<file path="src/rtl/keen_writeback_arbiter_pkg.sv">
// keen_pkg: shared writeback defaults, register-address type and request record.
package keen_pkg;
    localparam int DEFAULT_XLEN = 32;
    localparam int DEFAULT_REGISTERS = 32;
    localparam int DEFAULT_ADDRESS_SIZE = $clog2(DEFAULT_REGISTERS);
    typedef logic [DEFAULT_ADDRESS_SIZE-1:0] reg_address_t;
    typedef struct packed {
        reg_address_t address;
        logic [DEFAULT_XLEN-1:0] data;
    } wb_request_t;
    // Index width that stays legal for a single-entry vector.
    function automatic int index_width(input int n);
        return (n > 1) ? $clog2(n) : 1;
    endfunction
endpackage

</file>
<file path="src/rtl/keen_writeback_arbiter_if.sv">
// keen_writeback_arbiter_if: producer handshakes, issue-stage claims and the register-file write port.
interface keen_writeback_arbiter_if import keen_pkg::*; #(
    parameter int PRODUCERS = 2,
    parameter int XLEN = DEFAULT_XLEN,
    parameter int REGISTERS = DEFAULT_REGISTERS
);
    localparam int ADDRESS_SIZE = $clog2(REGISTERS);
    logic req_valid [0:PRODUCERS-1];
    logic req_ready [0:PRODUCERS-1];
    logic [ADDRESS_SIZE-1:0] req_address [0:PRODUCERS-1];
    logic [XLEN-1:0] req_data [0:PRODUCERS-1];
    logic claim_valid;
    logic [ADDRESS_SIZE-1:0] claim_address;
    logic [ADDRESS_SIZE-1:0] write_address;
    logic [XLEN-1:0] write_data;
    logic write_enable;
    logic [REGISTERS-1:0] pending;
    modport master (
        output req_valid, req_address, req_data, claim_valid, claim_address,
        input req_ready, write_address, write_data, write_enable, pending
    );
    modport slave (
        input req_valid, req_address, req_data, claim_valid, claim_address,
        output req_ready, write_address, write_data, write_enable, pending
    );
endinterface

</file>
<file path="src/rtl/keen_writeback_arbiter_rr.sv">
// keen_round_robin_arbiter: combinational grant of the first request strictly after the pointer.
module keen_round_robin_arbiter import keen_pkg::*; #(
    parameter int N = 2,
    localparam int IW = index_width(N)
) (
    input  logic [N-1:0]  i_request,
    input  logic [IW-1:0] i_pointer,
    output logic [N-1:0]  o_grant,
    output logic [IW-1:0] o_index,
    output logic          o_any
);
    // Scan from lowest to highest priority so the last hit is the winner.
    always_comb begin
        o_grant = '0;
        o_index = '0;
        o_any = 1'b0;
        for (int k = N; k >= 1; k--) begin
            if (i_request[(int'(i_pointer) + k) % N]) begin
                o_grant = N'(1) << ((int'(i_pointer) + k) % N);
                o_index = IW'((int'(i_pointer) + k) % N);
                o_any = 1'b1;
            end
        end
    end
endmodule

</file>
<file path="src/rtl/keen_writeback_arbiter.sv">
// keen_writeback_arbiter: per-producer holding registers, round-robin write port and pending scoreboard.
// KEEN_WB_ZERO_DROP_EN drops address-0 results at acceptance instead of writing them.
module keen_writeback_arbiter import keen_pkg::*; #(
    parameter int PRODUCERS = 2,
    parameter int XLEN = DEFAULT_XLEN,
    parameter int REGISTERS = DEFAULT_REGISTERS,
    localparam int ADDRESS_SIZE = $clog2(REGISTERS),
    localparam int IW = index_width(PRODUCERS)
) (
    input logic clk,
    input logic reset,
    keen_writeback_arbiter_if.slave bus
);
`ifdef KEEN_WB_ZERO_DROP_EN
    localparam bit ZERO_DROP = 1'b1;
`else
    localparam bit ZERO_DROP = 1'b0;
`endif
    logic [PRODUCERS-1:0] r_held, w_load, w_grant;
    logic [ADDRESS_SIZE-1:0] r_address [PRODUCERS];
    logic [XLEN-1:0] r_data [PRODUCERS];
    logic [IW-1:0] r_pointer, w_index;
    logic w_any;
    logic [REGISTERS-1:0] r_pending, w_set, w_clear;
    logic r_write_enable;
    logic [ADDRESS_SIZE-1:0] r_write_address;
    logic [XLEN-1:0] r_write_data;

    keen_round_robin_arbiter #(.N(PRODUCERS)) u_rr (
        .i_request(r_held),
        .i_pointer(r_pointer),
        .o_grant(w_grant),
        .o_index(w_index),
        .o_any(w_any)
    );

    always_comb begin
        for (int i = 0; i < PRODUCERS; i++) begin
            bus.req_ready[i] = reset && !r_held[i];
            w_load[i] = bus.req_valid[i] && !r_held[i] && !(ZERO_DROP && bus.req_address[i] == '0);
        end
        w_set = (bus.claim_valid && bus.claim_address != '0) ? REGISTERS'(1) << bus.claim_address : '0;
        w_clear = w_any ? REGISTERS'(1) << r_address[w_index] : '0;
    end

    always_ff @(posedge clk) begin
        for (int i = 0; i < PRODUCERS; i++) begin
            if (w_load[i]) begin
                r_address[i] <= bus.req_address[i];
                r_data[i] <= bus.req_data[i];
            end
        end
    end

    // A new claim outranks the clear from a grant to the same register.
    always_ff @(posedge clk or negedge reset) begin
        if (!reset) begin
            r_held <= '0;
            r_pointer <= IW'(PRODUCERS - 1);
            r_pending <= '0;
            r_write_enable <= 1'b0;
            r_write_address <= '0;
            r_write_data <= '0;
        end else begin
            r_held <= (r_held & ~w_grant) | w_load;
            r_pending <= (r_pending & ~w_clear) | w_set;
            r_write_enable <= w_any;
            if (w_any) begin
                r_pointer <= w_index;
                r_write_address <= r_address[w_index];
                r_write_data <= r_data[w_index];
            end
        end
    end

    assign bus.write_enable = r_write_enable;
    assign bus.write_address = r_write_address;
    assign bus.write_data = r_write_data;
    assign bus.pending = r_pending;
endmodule

</file>
<file path="src/flat_wrapper.sv">
// flat-port wrapper written by rule: the top's interface ports become plain ports
module keen_writeback_arbiter_flat import keen_pkg::*;
#(
    parameter int PRODUCERS = 2,
    parameter int XLEN = DEFAULT_XLEN,
    parameter int REGISTERS = DEFAULT_REGISTERS,
    localparam int ADDRESS_SIZE = $clog2(REGISTERS),
    localparam int IW = index_width(PRODUCERS)
)
  (clk, reset, bus_req_valid, bus_req_address, bus_req_data, bus_claim_valid, bus_claim_address, bus_req_ready, bus_write_address, bus_write_data, bus_write_enable, bus_pending);
  keen_writeback_arbiter_if #(.PRODUCERS(PRODUCERS), .XLEN(XLEN), .REGISTERS(REGISTERS)) bus_i ();
  input logic clk;
  input logic reset;
  input wire logic [$bits(bus_i.req_valid)-1:0] bus_req_valid;
  input wire logic [$bits(bus_i.req_address)-1:0] bus_req_address;
  input wire logic [$bits(bus_i.req_data)-1:0] bus_req_data;
  input wire logic [$bits(bus_i.claim_valid)-1:0] bus_claim_valid;
  input wire logic [$bits(bus_i.claim_address)-1:0] bus_claim_address;
  output wire logic [$bits(bus_i.req_ready)-1:0] bus_req_ready;
  output wire logic [$bits(bus_i.write_address)-1:0] bus_write_address;
  output wire logic [$bits(bus_i.write_data)-1:0] bus_write_data;
  output wire logic [$bits(bus_i.write_enable)-1:0] bus_write_enable;
  output wire logic [$bits(bus_i.pending)-1:0] bus_pending;
  assign bus_i.req_valid = {>>{bus_req_valid}};
  assign bus_i.req_address = {>>{bus_req_address}};
  assign bus_i.req_data = {>>{bus_req_data}};
  assign bus_i.claim_valid = bus_claim_valid;
  assign bus_i.claim_address = bus_claim_address;
  assign bus_req_ready = {>>{bus_i.req_ready}};
  assign bus_write_address = bus_i.write_address;
  assign bus_write_data = bus_i.write_data;
  assign bus_write_enable = bus_i.write_enable;
  assign bus_pending = bus_i.pending;
  keen_writeback_arbiter #(.PRODUCERS(PRODUCERS), .XLEN(XLEN), .REGISTERS(REGISTERS)) u_core (.clk(clk), .reset(reset), .bus(bus_i));
endmodule
</file>
<file path="config.mk">
export PLATFORM = sky130hd
export DESIGN_NAME = keen_writeback_arbiter_flat
export DESIGN_NICKNAME = d
export VERILOG_FILES = /design/src/rtl/keen_writeback_arbiter_pkg.sv /design/src/rtl/keen_writeback_arbiter_if.sv /design/src/rtl/keen_writeback_arbiter_rr.sv /design/src/rtl/keen_writeback_arbiter.sv /design/src/flat_wrapper.sv
export SDC_FILE = /design/constraint.sdc
export NUM_CORES = 1
export LEC_CHECK = 0
export BUFFER_PORTS_ARGS = -buffer_cell sky130_fd_sc_hd__buf_2
export CAP_MARGIN = 20
export CORE_MARGIN = 2
export CORE_UTILIZATION = 50
export DETAILED_ROUTE_END_ITERATION = 8
export GPL_ROUTABILITY_DRIVEN = 1
export PLACE_DENSITY = 0.74
export SLEW_MARGIN = 20
export SYNTH_ARGS = -nofsm -noshare
export SYNTH_HDL_FRONTEND = slang
export SYNTH_SLANG_ARGS = --single-unit
</file>
<file path="constraint.sdc">
create_clock -name clk -period 3.74 [get_ports clk]
set_input_delay 0.561 -clock clk [delete_from_list [all_inputs] [get_ports clk]]
set_output_delay 0.561 -clock clk [all_outputs]
set_load 0.01 [all_outputs]
</file>
==> flow_summary.yaml, run 1 <==
outcome:
  outcome: "finished clean"
timing:
  report.final.slew_viol_count: 0
  hold_viol: 0
  setup-violations-final: 0
  timing_worst_slew_pin_value_ns: 1.05
  fmax_mhz: 381
  layout_min_cycle_time_ns: 2.62
  rsz0062_at_grt: "false"
  timing.clock.skew_ns: 0.00921
  totalNegativeSetupSlack_ns: 0
  fin_crit_sh_pct: 70.1
  slew_headroom_pct: 29.2
clocking:
  max-clock-path-buffers: 2
  clock-sinks: 147
  cts_inserted_buffers: 17
  ctsResizeCount: 0
  cts_post_setup_buffers_inserted: 0
  clock_transition_at_the_register_clock_pins_on_the_worst_setup_and_hold_paths_after_cts_ns: 0.06
  insertion_delay_ns: 0.42
  clock_tree_from_tritoncts: "done"
  root_buffer: "sky130_fd_sc_hd__clkbuf_16"
  h-tree-depth: 4
  cts_hold_buffers: 0
route:
  drtAntennaViolNets: 0
  drt_first_pass_iters: 5
  detail_route.wirelength_mm: 16.8
  dr_total_vias: 5144
  dr.first_iter.drc_count: 388
  detail_route.vias_per_cell: 5.95
  dr_drc_count: 0
  drt-wirelength-per-cell_um: 19.4
worst_setup_path:
  r2r.worst_path.cells: 4
  cp.required_ns: 3.18
  critPathCaptureType: "output port"
  timing.reg2reg.setup_slack_ns: 1.48
  worstSetupPathType: "register to output port"
  rr_startpoint: "u_core.r_held[1]"
  start_kind: "register"
  critPathMaxFanout: 41
  regToRegEndpoint: "u_core.bus.write_data[27]"
  crit_arrival_ns: 2.06
pwr:
  clockPowerShare_pct: 31.0
  worst_ir_drop_vdd_uv: 465
  power.internal_mw: 3.77
  comb_power_share_pct: 27.2
  sequentialPowerShare_pct: 41.8
  p_switching_mw: 1.80
  report.power.total_mw: 5.57
  power.leakage_nw: 3.37
  power.share.switching_pct: 32.4
  power_per_cell_area_nw_per_um2: 670
final_layout:
  synthToLayoutAreaGrowth_pct: 21.9
  finish.net_count: 756
  drive_gt1_share_pct: 32.8
  fin_util_pct: 62.5
placed_design:
  number_of_i_o_port_buffers: 155
  post-dp-hpwl_mm: 11.0
  gp_congestion: 0.908
logic_synthesis:
  post-synth-top-area-fraction_pct: 32.6
  yosys.cell_count.top_type: "sky130_fd_sc_hd__edfxtp_1"
  synth.net_count: 624
  postSynthRegisterBits: 147
  syn_area_um2: 6820
  syn_inst: 540
  synth.lib_cells_used.distinct: 37
  synth.area.top_cells: "sky130_fd_sc_hd__edfxtp_1, sky130_fd_sc_hd__dfrtp_1, sky130_fd_sc_hd__mux2i_1"
  yosys_warnings: 0
  postSynth.asyncResetShare_pct: 49.7
  synth-main-ff-cell: "sky130_fd_sc_hd__edfxtp_1"
  synth.yosys.seq_area_share_pct: 59.4
  avgSynthCellArea_um2: 12.6
  yosys.area.top_type: "sky130_fd_sc_hd__edfxtp_1"
  synthTopCellsByCount: "sky130_fd_sc_hd__edfxtp_1, sky130_fd_sc_hd__dfrtp_1, sky130_fd_sc_hd__mux2i_1, sky130_fd_sc_hd__inv_1"
  synth-edff-count: 74
die:
  core_region_area_um2: 13300
  floorplan.die.height_um: 121
  die_area_um2: 14600
  die_x_um: 121
  pin_count: 156
  std_cell_rows: 42
  initial_utilization_pct: 51.3
grt:
  globalRouteOverflowTotal: 0
  grt_util_all_layers_pct: 24.1
  wire_length_of_the_first_global_routing_pass_mm: 26.8
  grt_antenna_before_repair: 3
  grt_max_degree: 66
  number_of_global_route_vias_before_repair: 5144
flow_run:
  drv.max_cap_violation_count: 0
hold_path:
  holdCritPathClass: "input port to async pin"
[cell type report]
type / instances / area (um^2)
repair buffers: 164 / 878
multi-input cells: 309 / 2420
clock buffers: 22 / 485
flip-flops and latches: 147 / 4050
fillers: 1013 / 4980
inverters: 33 / 125
diodes: 3 / 7.51
well taps: 176 / 220
clock inverters: 10 / 120
[layer usage]
layer / routed length [um] / up-vias / track usage (%)
li1: - / 2335 / -
met1: 7010 / 2548 / 31.2
met2: 8120 / 228 / 38.9
met3: 1270 / 33 / 6.79
met4: 384 / 0 / 9.08
met5: 0 / - / 0
[cell families (layout without fill, tap and decap cells)]
family          after synthesis  after routing  share of synthesized area, %
buf+inv                      84            229                          5.41
mux                          52             52                          8.16
compound gates              104            104                          12.8
simple gates                153            153                          14.3
flops                       147            147                          59.4
other cells                   0              3                             0
[placed cells by master (no fill, tap or decap), drive strengths merged, types with 8 or more instances in the layout]
cell type,n
dfrtp,72
nor4bb,15
nand2,32
edfxtp,74
inv,35
clkbuf,22
buf,164
nor4b,9
o221ai,31
nor3,32
o211ai,31
mux2,11
a211oi,32
mux2i,41
nand4b,8
nor3b,32
[metrics by stage]
step,hold WS [ns],cells,cell area [um^2],setup WS (ns)
finish,0.0537,864,8310,1.12
global route,0.0744,863,8310,1.05
CTS,0.0622,859,8260,1.13
detailed placement,0.514,827,7650,1.48
global placement,0.487,827,7650,1.62
floorplan,0.265,540,6820,0.945
[how the worst max path moves through the flow]
stage                                endpoint  cells past startpoint              from  slack, ns
floorplan              u_core.r_address[1][0]                      3  u_core.r_held[1]       0.94
global route                 bus_req_ready[0]                      3  u_core.r_held[1]       1.05
detailed placement  u_core.bus.write_data[27]                      4  u_core.r_held[1]       1.48
CTS                          bus_req_ready[0]                      3  u_core.r_held[1]       1.13
global placement    u_core.bus.write_data[27]                      4  u_core.r_held[1]       1.62
finish                       bus_req_ready[0]                      3  u_core.r_held[1]       1.12
[worst max-delay path: stages (launching register included)]
cell	delay [ns]
sky130_fd_sc_hd__dfrtp_2	0.79
sky130_fd_sc_hd__buf_4	0.54
sky130_fd_sc_hd__nor2b_1	0.13
sky130_fd_sc_hd__buf_2	0.16
[power by group through the flow]
| stage | clock [mW] | sequential, mW | combinational, mW |
|---|---|---|---|
| global route | 1.82 | 2.37 | 1.66 |
| floorplan | 0 | 2.36 | 0.956 |
| CTS | 1.75 | 2.33 | 1.50 |
| finish | 1.73 | 2.33 | 1.51 |
| detailed placement | 0 | 2.35 | 1.50 |
| global placement | 0 | 2.34 | 1.44 |
[state kept, by name, indices dropped and copies added (netlist names)]
register and cells:
u_core.r_data 64, u_core.bus.pending 32, u_core.bus.write_data 32, u_core.r_address 10, u_core.bus.write_address 5, u_core.r_held 2, u_core.bus.write_enable 1, u_core.r_pointer 1
Note: power is estimated with default switching activity, not from simulation.
==> inputs of run 2 (changes only) <==
--- a/config.mk
+++ b/config.mk
@@ -8,10 +8,10 @@
 export BUFFER_PORTS_ARGS = -buffer_cell sky130_fd_sc_hd__buf_2
 export CAP_MARGIN = 20
 export CORE_MARGIN = 2
-export CORE_UTILIZATION = 50
+export CORE_UTILIZATION = 49
 export DETAILED_ROUTE_END_ITERATION = 8
 export GPL_ROUTABILITY_DRIVEN = 1
-export PLACE_DENSITY = 0.74
+export PLACE_DENSITY = 0.75
 export SLEW_MARGIN = 20
 export SYNTH_ARGS = -nofsm -noshare
 export SYNTH_HDL_FRONTEND = slang
==> constraint.sdc (replaced) <==
create_clock -name clk -period 2.3 [get_ports clk]
set_input_delay 0.345 -clock clk [delete_from_list [all_inputs] [get_ports clk]]
set_output_delay 0.345 -clock clk [all_outputs]
set_load 0.01 [all_outputs]
==> flow_summary.yaml, run 2 (synthesized netlist as in run 1, its figures left out) <==
final_layout:
  largest_reg_flops: 64
  post-route-cell-area_um2: 8340
  synthToLayoutAreaGrowth_pct: 22.3
  fillerInstances: 1067
  final-instance-count-excl-fill: 872
  finish.net_count: 762
  regMostFlops: "u_core.r_data"
  drive_gt1_share_pct: 33.7
  layout.cells.most_common: "sky130_fd_sc_hd__buf_2"
  layout_common_cells: "sky130_fd_sc_hd__buf_2, sky130_fd_sc_hd__edfxtp_1, sky130_fd_sc_hd__dfrtp_1, sky130_fd_sc_hd__mux2i_1"
timing:
  rsz0062_at_grt: "false"
  fin_crit_sh_pct: 91.6
  fmax_mhz: 474
  report.final.slew_viol_count: 0
  setup-violations-final: 0
  layout_min_cycle_time_ns: 2.11
  totalNegativeSetupSlack_ns: 0
  timing_worst_slew_pin_value_ns: 1.13
  timing.final.ws_setup_ns: 0.192
  slew_headroom_pct: 23.4
  timing.clock.skew_ns: 0.0191
  hold_viol: 0
route:
  drt_first_pass_iters: 6
  drt-wirelength-per-cell_um: 19.6
  dr_total_vias: 5172
  dr.first_iter.drc_count: 482
  detail_route.wirelength_mm: 17.1
  dr_drc_count: 0
  drtAntennaViolNets: 0
  detail_route.vias_per_cell: 5.93
grt:
  grt_max_degree: 67
  number_of_global_route_vias_before_repair: 5113
  grt_util_met1_pct: 30.3
  busiest_layer: "met2"
  grt_antenna_before_repair: 4
  globalRouteOverflowTotal: 0
  gr-usage-met2_pct: 37.1
  wire_length_of_the_first_global_routing_pass_mm: 26.7
  grt_util_all_layers_pct: 23.8
  grt_use_met3_pct: 8.71
hold_path:
  min_delay_worst_endpoint: "u_core.r_data[0][25]"
  timing.hold.worst.start: "bus_req_data[57]"
  timing.hold.worst_path_depth: 1
  holdCritPathClass: "input port to register"
placed_design:
  dpl.cell_count: 838
  detailed_place.area_um2: 7730
  post-place-ws_ns: 0.511
  post-dp-hpwl_mm: 11.4
  number_of_i_o_port_buffers: 155
  gp_congestion: 0.970
worst_setup_path:
  crit_arrival_ns: 1.76
  critPathMaxFanout: 36
  r2r.worst_path.cells: 3
  worstSetupPathType: "register to output port"
  cp.required_ns: 1.96
  regToRegEndpoint: "u_core.bus.pending[31]"
  rr_startpoint: "u_core.r_held[0]"
  timing.reg2reg.setup_slack_ns: 0.46
  start_kind: "register"
  critPathCaptureType: "output port"
clocking:
  clock_tree_from_tritoncts: "done"
  clock_transition_at_the_register_clock_pins_on_the_worst_setup_and_hold_paths_after_cts_ns: 0.06
  h-tree-depth: 4
  cts_inserted_buffers: 17
  insertion_delay_ns: 0.43
  max-clock-path-buffers: 2
  clock-sinks: 147
  root_buffer: "sky130_fd_sc_hd__clkbuf_16"
die:
  die_x_um: 122
  floorplan.die.height_um: 122
  die_area_um2: 14900
  core_region_area_um2: 13700
  std_cell_rows: 43
  pin_count: 156
  initial_utilization_pct: 49.7
outcome:
  outcome: "finished clean"
pwr:
  power.leakage_nw: 3.40
  power_per_cell_area_nw_per_um2: 1090
  worst_ir_drop_vdd_uv: 756
flow_run:
  drv.max_cap_violation_count: 0
run 2: changes by cell type in the layout (fill, tap and decap cells not counted), moves of 2 or more:
| cell | change |
|---|---|
| sky130_fd_sc_hd__clkbuf_1 | -2 |
| sky130_fd_sc_hd__diode_2 | -2 |
| sky130_fd_sc_hd__clkinv_4 | +2 |
| sky130_fd_sc_hd__inv_6 | +2 |
| sky130_fd_sc_hd__buf_4 | +4 |
| sky130_fd_sc_hd__clkbuf_8 | -2 |
| sky130_fd_sc_hd__inv_8 | +2 |
run 2: timing repair:
item	in CTS	in global routing
hold buffers	1	0
resized for setup	0	1
buffers inserted	0	0
setup endpoints to repair	0	1
hold endpoints to repair	7	0
run 2: routing by layer:
metal,part of all wire [%],vias to the layer above,wire length [um]
met1,41,2539,7020
met3,8.5,38,1450
li1,-,2357,-
met4,2.7,6,456
met5,0.24,-,41
met2,48,232,8110
run 2: worst max path at each step:
stage                                              to        startpoint  slack [ns]  cells past startpoint
final                                bus_req_ready[0]  u_core.r_held[1]        0.19                      4
after global routing                 bus_req_ready[0]  u_core.r_held[1]        0.08                      4
after CTS                            bus_req_ready[0]  u_core.r_held[1]        0.06                      4
after detailed placement  u_core.bus.write_address[1]  u_core.r_held[0]        0.51                      4
after global placement               bus_req_ready[0]  u_core.r_held[1]        0.54                      4
after floorplan                u_core.r_address[1][0]  u_core.r_held[1]        0.23                      3
run 2: cell type report:
type / count / area [um^2] / share of cell area, %
clock inverter: 15 / 170 / 2.04
multi-input combinational: 309 / 2420 / 29.0
tap: 180 / 225 / 2.70
inverter: 33 / 124 / 1.48
sequential: 147 / 4050 / 48.6
timing repair buffer: 170 / 922 / 11.1
clock buffer: 17 / 425 / 5.10
antenna: 1 / 2.50 / 0.0300
run 2: per-stage QoR:
step | total power, mW | utilization, % | hold slack (ns)
6_report | 9.07 | 60.8 | 0.0854
5_1_grt | 9.53 | 60.8 | 0.0710
4_1_cts | 9.11 | 60.8 | 0.0735
3_5_place_dp | 6.32 | 56.4 | 0.187
3_3_place_gp | 6.23 | 56.4 | 0.186
2_1_floorplan | 5.39 | - | 0.0494
run 2: critical path: stages (launching register included):
cell and delay (ns):
sky130_fd_sc_hd__dfrtp_2 0.37, sky130_fd_sc_hd__buf_4 0.37, sky130_fd_sc_hd__buf_6 0.35, sky130_fd_sc_hd__nor2b_1 0.09, sky130_fd_sc_hd__buf_2 0.15
run 2: power by group:
part | switching [mW] | total, mW | leakage, nW | internal, mW
Combinational | 1.47 | 2.54 | 1.64 | 1.07
Sequential | 0.386 | 3.74 | 1.46 | 3.36
Clock | 1.17 | 2.79 | 0.293 | 1.63
==> inputs of run 3 (changes only) <==
--- a/config.mk
+++ b/config.mk
@@ -5,13 +5,14 @@
 export SDC_FILE = /design/constraint.sdc
 export NUM_CORES = 1
 export LEC_CHECK = 0
+export ABC_AREA = 1
 export BUFFER_PORTS_ARGS = -buffer_cell sky130_fd_sc_hd__buf_2
 export CAP_MARGIN = 20
 export CORE_MARGIN = 2
-export CORE_UTILIZATION = 49
+export CORE_UTILIZATION = 47
 export DETAILED_ROUTE_END_ITERATION = 8
 export GPL_ROUTABILITY_DRIVEN = 1
-export PLACE_DENSITY = 0.75
+export PLACE_DENSITY = 0.74
 export SLEW_MARGIN = 20
 export SYNTH_ARGS = -nofsm -noshare
 export SYNTH_HDL_FRONTEND = slang
==> flow_summary.yaml, run 3 <==
final_layout:
  regMostFlops: "u_core.r_data"
  finish.net_count: 769
  fin_util_pct: 60.7
  synthToLayoutAreaGrowth_pct: 25.9
  layout.cells.most_common: "sky130_fd_sc_hd__buf_2"
  drive_gt1_share_pct: 31.8
  final-instance-count-excl-fill: 867
  largest_reg_flops: 64
  post-route-cell-area_um2: 7320
  layout_common_cells: "sky130_fd_sc_hd__buf_2, sky130_fd_sc_hd__nand2_1, sky130_fd_sc_hd__nor2_1, sky130_fd_sc_hd__edfxtp_1, sky130_fd_sc_hd__dfrtp_1"
flow_run:
  drv.max_cap_violation_count: 0
route:
  dr_drc_count: 0
  dr.first_iter.drc_count: 348
  detail_route.wirelength_mm: 13.3
  drt-wirelength-per-cell_um: 15.3
  drtAntennaViolNets: 0
  detail_route.vias_per_cell: 4.95
  dr_total_vias: 4292
  drt_first_pass_iters: 8
logic_synthesis:
  yosys_warnings: 0
  avgSynthCellArea_um2: 11.1
  synth-edff-count: 74
  synth.yosys.seq_area_share_pct: 69.6
  synth.net_count: 608
  syn_inst: 524
  synthTopCellsByCount: "sky130_fd_sc_hd__nand2_1, sky130_fd_sc_hd__nor2_1, sky130_fd_sc_hd__edfxtp_1, sky130_fd_sc_hd__dfrtp_1, sky130_fd_sc_hd__nand3_1"
  synth.area.top_cells: "sky130_fd_sc_hd__edfxtp_1, sky130_fd_sc_hd__dfrtp_1, sky130_fd_sc_hd__nand2_1"
  postSynth.asyncResetShare_pct: 49.7
  synth.lib_cells_used.distinct: 25
  syn_area_um2: 5820
  post-synth-top-area-fraction_pct: 38.2
  yosys.cell_count.top_type: "sky130_fd_sc_hd__nand2_1"
  postSynthRegisterBits: 147
  yosys.area.top_type: "sky130_fd_sc_hd__edfxtp_1"
  synth-main-ff-cell: "sky130_fd_sc_hd__edfxtp_1"
pwr:
  power.internal_mw: 6.23
  comb_power_share_pct: 33.7
  sequentialPowerShare_pct: 41.5
  p_switching_mw: 3.81
  power_per_cell_area_nw_per_um2: 1370
  power.leakage_nw: 3.24
  clockPowerShare_pct: 24.9
  worst_ir_drop_vdd_uv: 766
  power.share.switching_pct: 37.9
  report.power.total_mw: 10.0
placed_design:
  gp_congestion: 0.879
  dpl.cell_count: 833
  detailed_place.area_um2: 6770
  post-dp-hpwl_mm: 9.04
  post-place-ws_ns: 0.285
  number_of_i_o_port_buffers: 155
worst_setup_path:
  cp.required_ns: 2.62
  timing.reg2reg.setup_slack_ns: 0.25
  crit_arrival_ns: 2.37
  worstSetupPathType: "register to register"
  start_kind: "register"
  critPathMaxFanout: 25
  critPathCaptureType: "register"
grt:
  grt_antenna_before_repair: 1
  number_of_global_route_vias_before_repair: 4248
  grt_util_all_layers_pct: 21.4
  grt_max_degree: 40
  globalRouteOverflowTotal: 0
  wire_length_of_the_first_global_routing_pass_mm: 21.0
die:
  initial_utilization_pct: 48.2
  floorplan.die.height_um: 115
  die_x_um: 115
  die_area_um2: 13300
  pin_count: 156
  std_cell_rows: 40
  core_region_area_um2: 12100
clocking:
  insertion_delay_ns: 0.43
  clock_transition_at_the_register_clock_pins_on_the_worst_setup_and_hold_paths_after_cts_ns: 0.06
  clock-sinks: 147
  root_buffer: "sky130_fd_sc_hd__clkbuf_16"
  clock_tree_from_tritoncts: "done"
  h-tree-depth: 4
  max-clock-path-buffers: 2
  cts_inserted_buffers: 17
  ctsResizeCount: 0
timing:
  hold_viol: 0
  setup-violations-final: 0
  report.final.slew_viol_count: 0
  slew_headroom_pct: 56.0
  timing.hold.ws_ns: 0.0879
  timing.clock.skew_ns: 0.00763
  totalNegativeSetupSlack_ns: 0
  timing_worst_slew_pin_value_ns: 0.660
  fin_crit_sh_pct: 89.1
  fmax_mhz: 488
  rsz0062_at_grt: "false"
  layout_min_cycle_time_ns: 2.05
  timing.final.ws_setup_ns: 0.250
hold_path:
  holdCritPathClass: "input port to register"
outcome:
  outcome: "finished clean"
run 3: power by group through the flow:
stage / clock [mW] / combinational [mW] / sequential, mW
floorplan: 0 / 1.94 / 4.39
global placement: 0 / 3.31 / 4.17
detailed placement: 0 / 3.42 / 4.19
CTS: 2.54 / 3.43 / 4.16
global route: 2.68 / 3.77 / 4.24
finish: 2.50 / 3.38 / 4.17
run 3: timing repair:
action                    4_1_cts  5_1_grt
hold endpoints to repair       33        0
setup buffers                   0        0
hold buffers                    1        0
run 3: worst paths after layout:
| path | cells after the start | start | end |
|---|---|---|---|
| worst max-delay path | 7 | u_core.r_pointer | u_core.bus.pending[31] |
| min in group asynchronous | 3 | reset | u_core.bus.pending[7] |
| worst min-delay path | 1 | bus_req_address[9] | u_core.r_address[0][4] |
| worst max register to register | 7 | u_core.r_pointer | u_core.bus.pending[31] |
| worst min register to register | 2 | u_core.bus.pending[15] | u_core.bus.pending[15] |
| max in group asynchronous | 3 | reset | u_core.bus.write_data[1] |
run 3: kinds of logic (layout without fill, tap and decap cells):
family          count (synthesis)  in the layout  share of synthesized area (%)
compound gates                 41             41                           5.14
other cells                     0              1                              0
simple gates                  288            288                           21.4
buf+inv                        48            222                           3.81
flops                         147            147                           69.6
run 3: cell type report:
| type | instances | area, um^2 |
|---|---|---|
| clock buffers | 18 | 429 |
| multi-input cells | 329 | 1570 |
| inverters | 23 | 86.3 |
| diodes | 1 | 2.50 |
| repair buffers | 167 | 871 |
| flip-flops and latches | 147 | 4050 |
| clock inverters | 14 | 108 |
| fillers | 985 | 4740 |
| well taps | 168 | 210 |
run 3: critical path: stages (launching register included):
cell                      delay, ns
sky130_fd_sc_hd__dfstp_2       0.55
sky130_fd_sc_hd__nand2_2       0.12
sky130_fd_sc_hd__nand2_4       0.27
sky130_fd_sc_hd__o21ai_0       0.14
sky130_fd_sc_hd__nor2_2        0.53
sky130_fd_sc_hd__nand3_1       0.16
sky130_fd_sc_hd__nand2_1       0.10
sky130_fd_sc_hd__nand2_1       0.05
run 3: per-layer routing:
| metal | share of wire, % | global-route usage [%] | vias up |
|---|---|---|---|
| met5 | 0 | 0 | - |
| met3 | 6.4 | 6.80 | 29 |
| met2 | 49 | 35.1 | 159 |
| met1 | 42 | 25.5 | 2015 |
| li1 | - | - | 2089 |
| met4 | 3.0 | 10.7 | 0 |
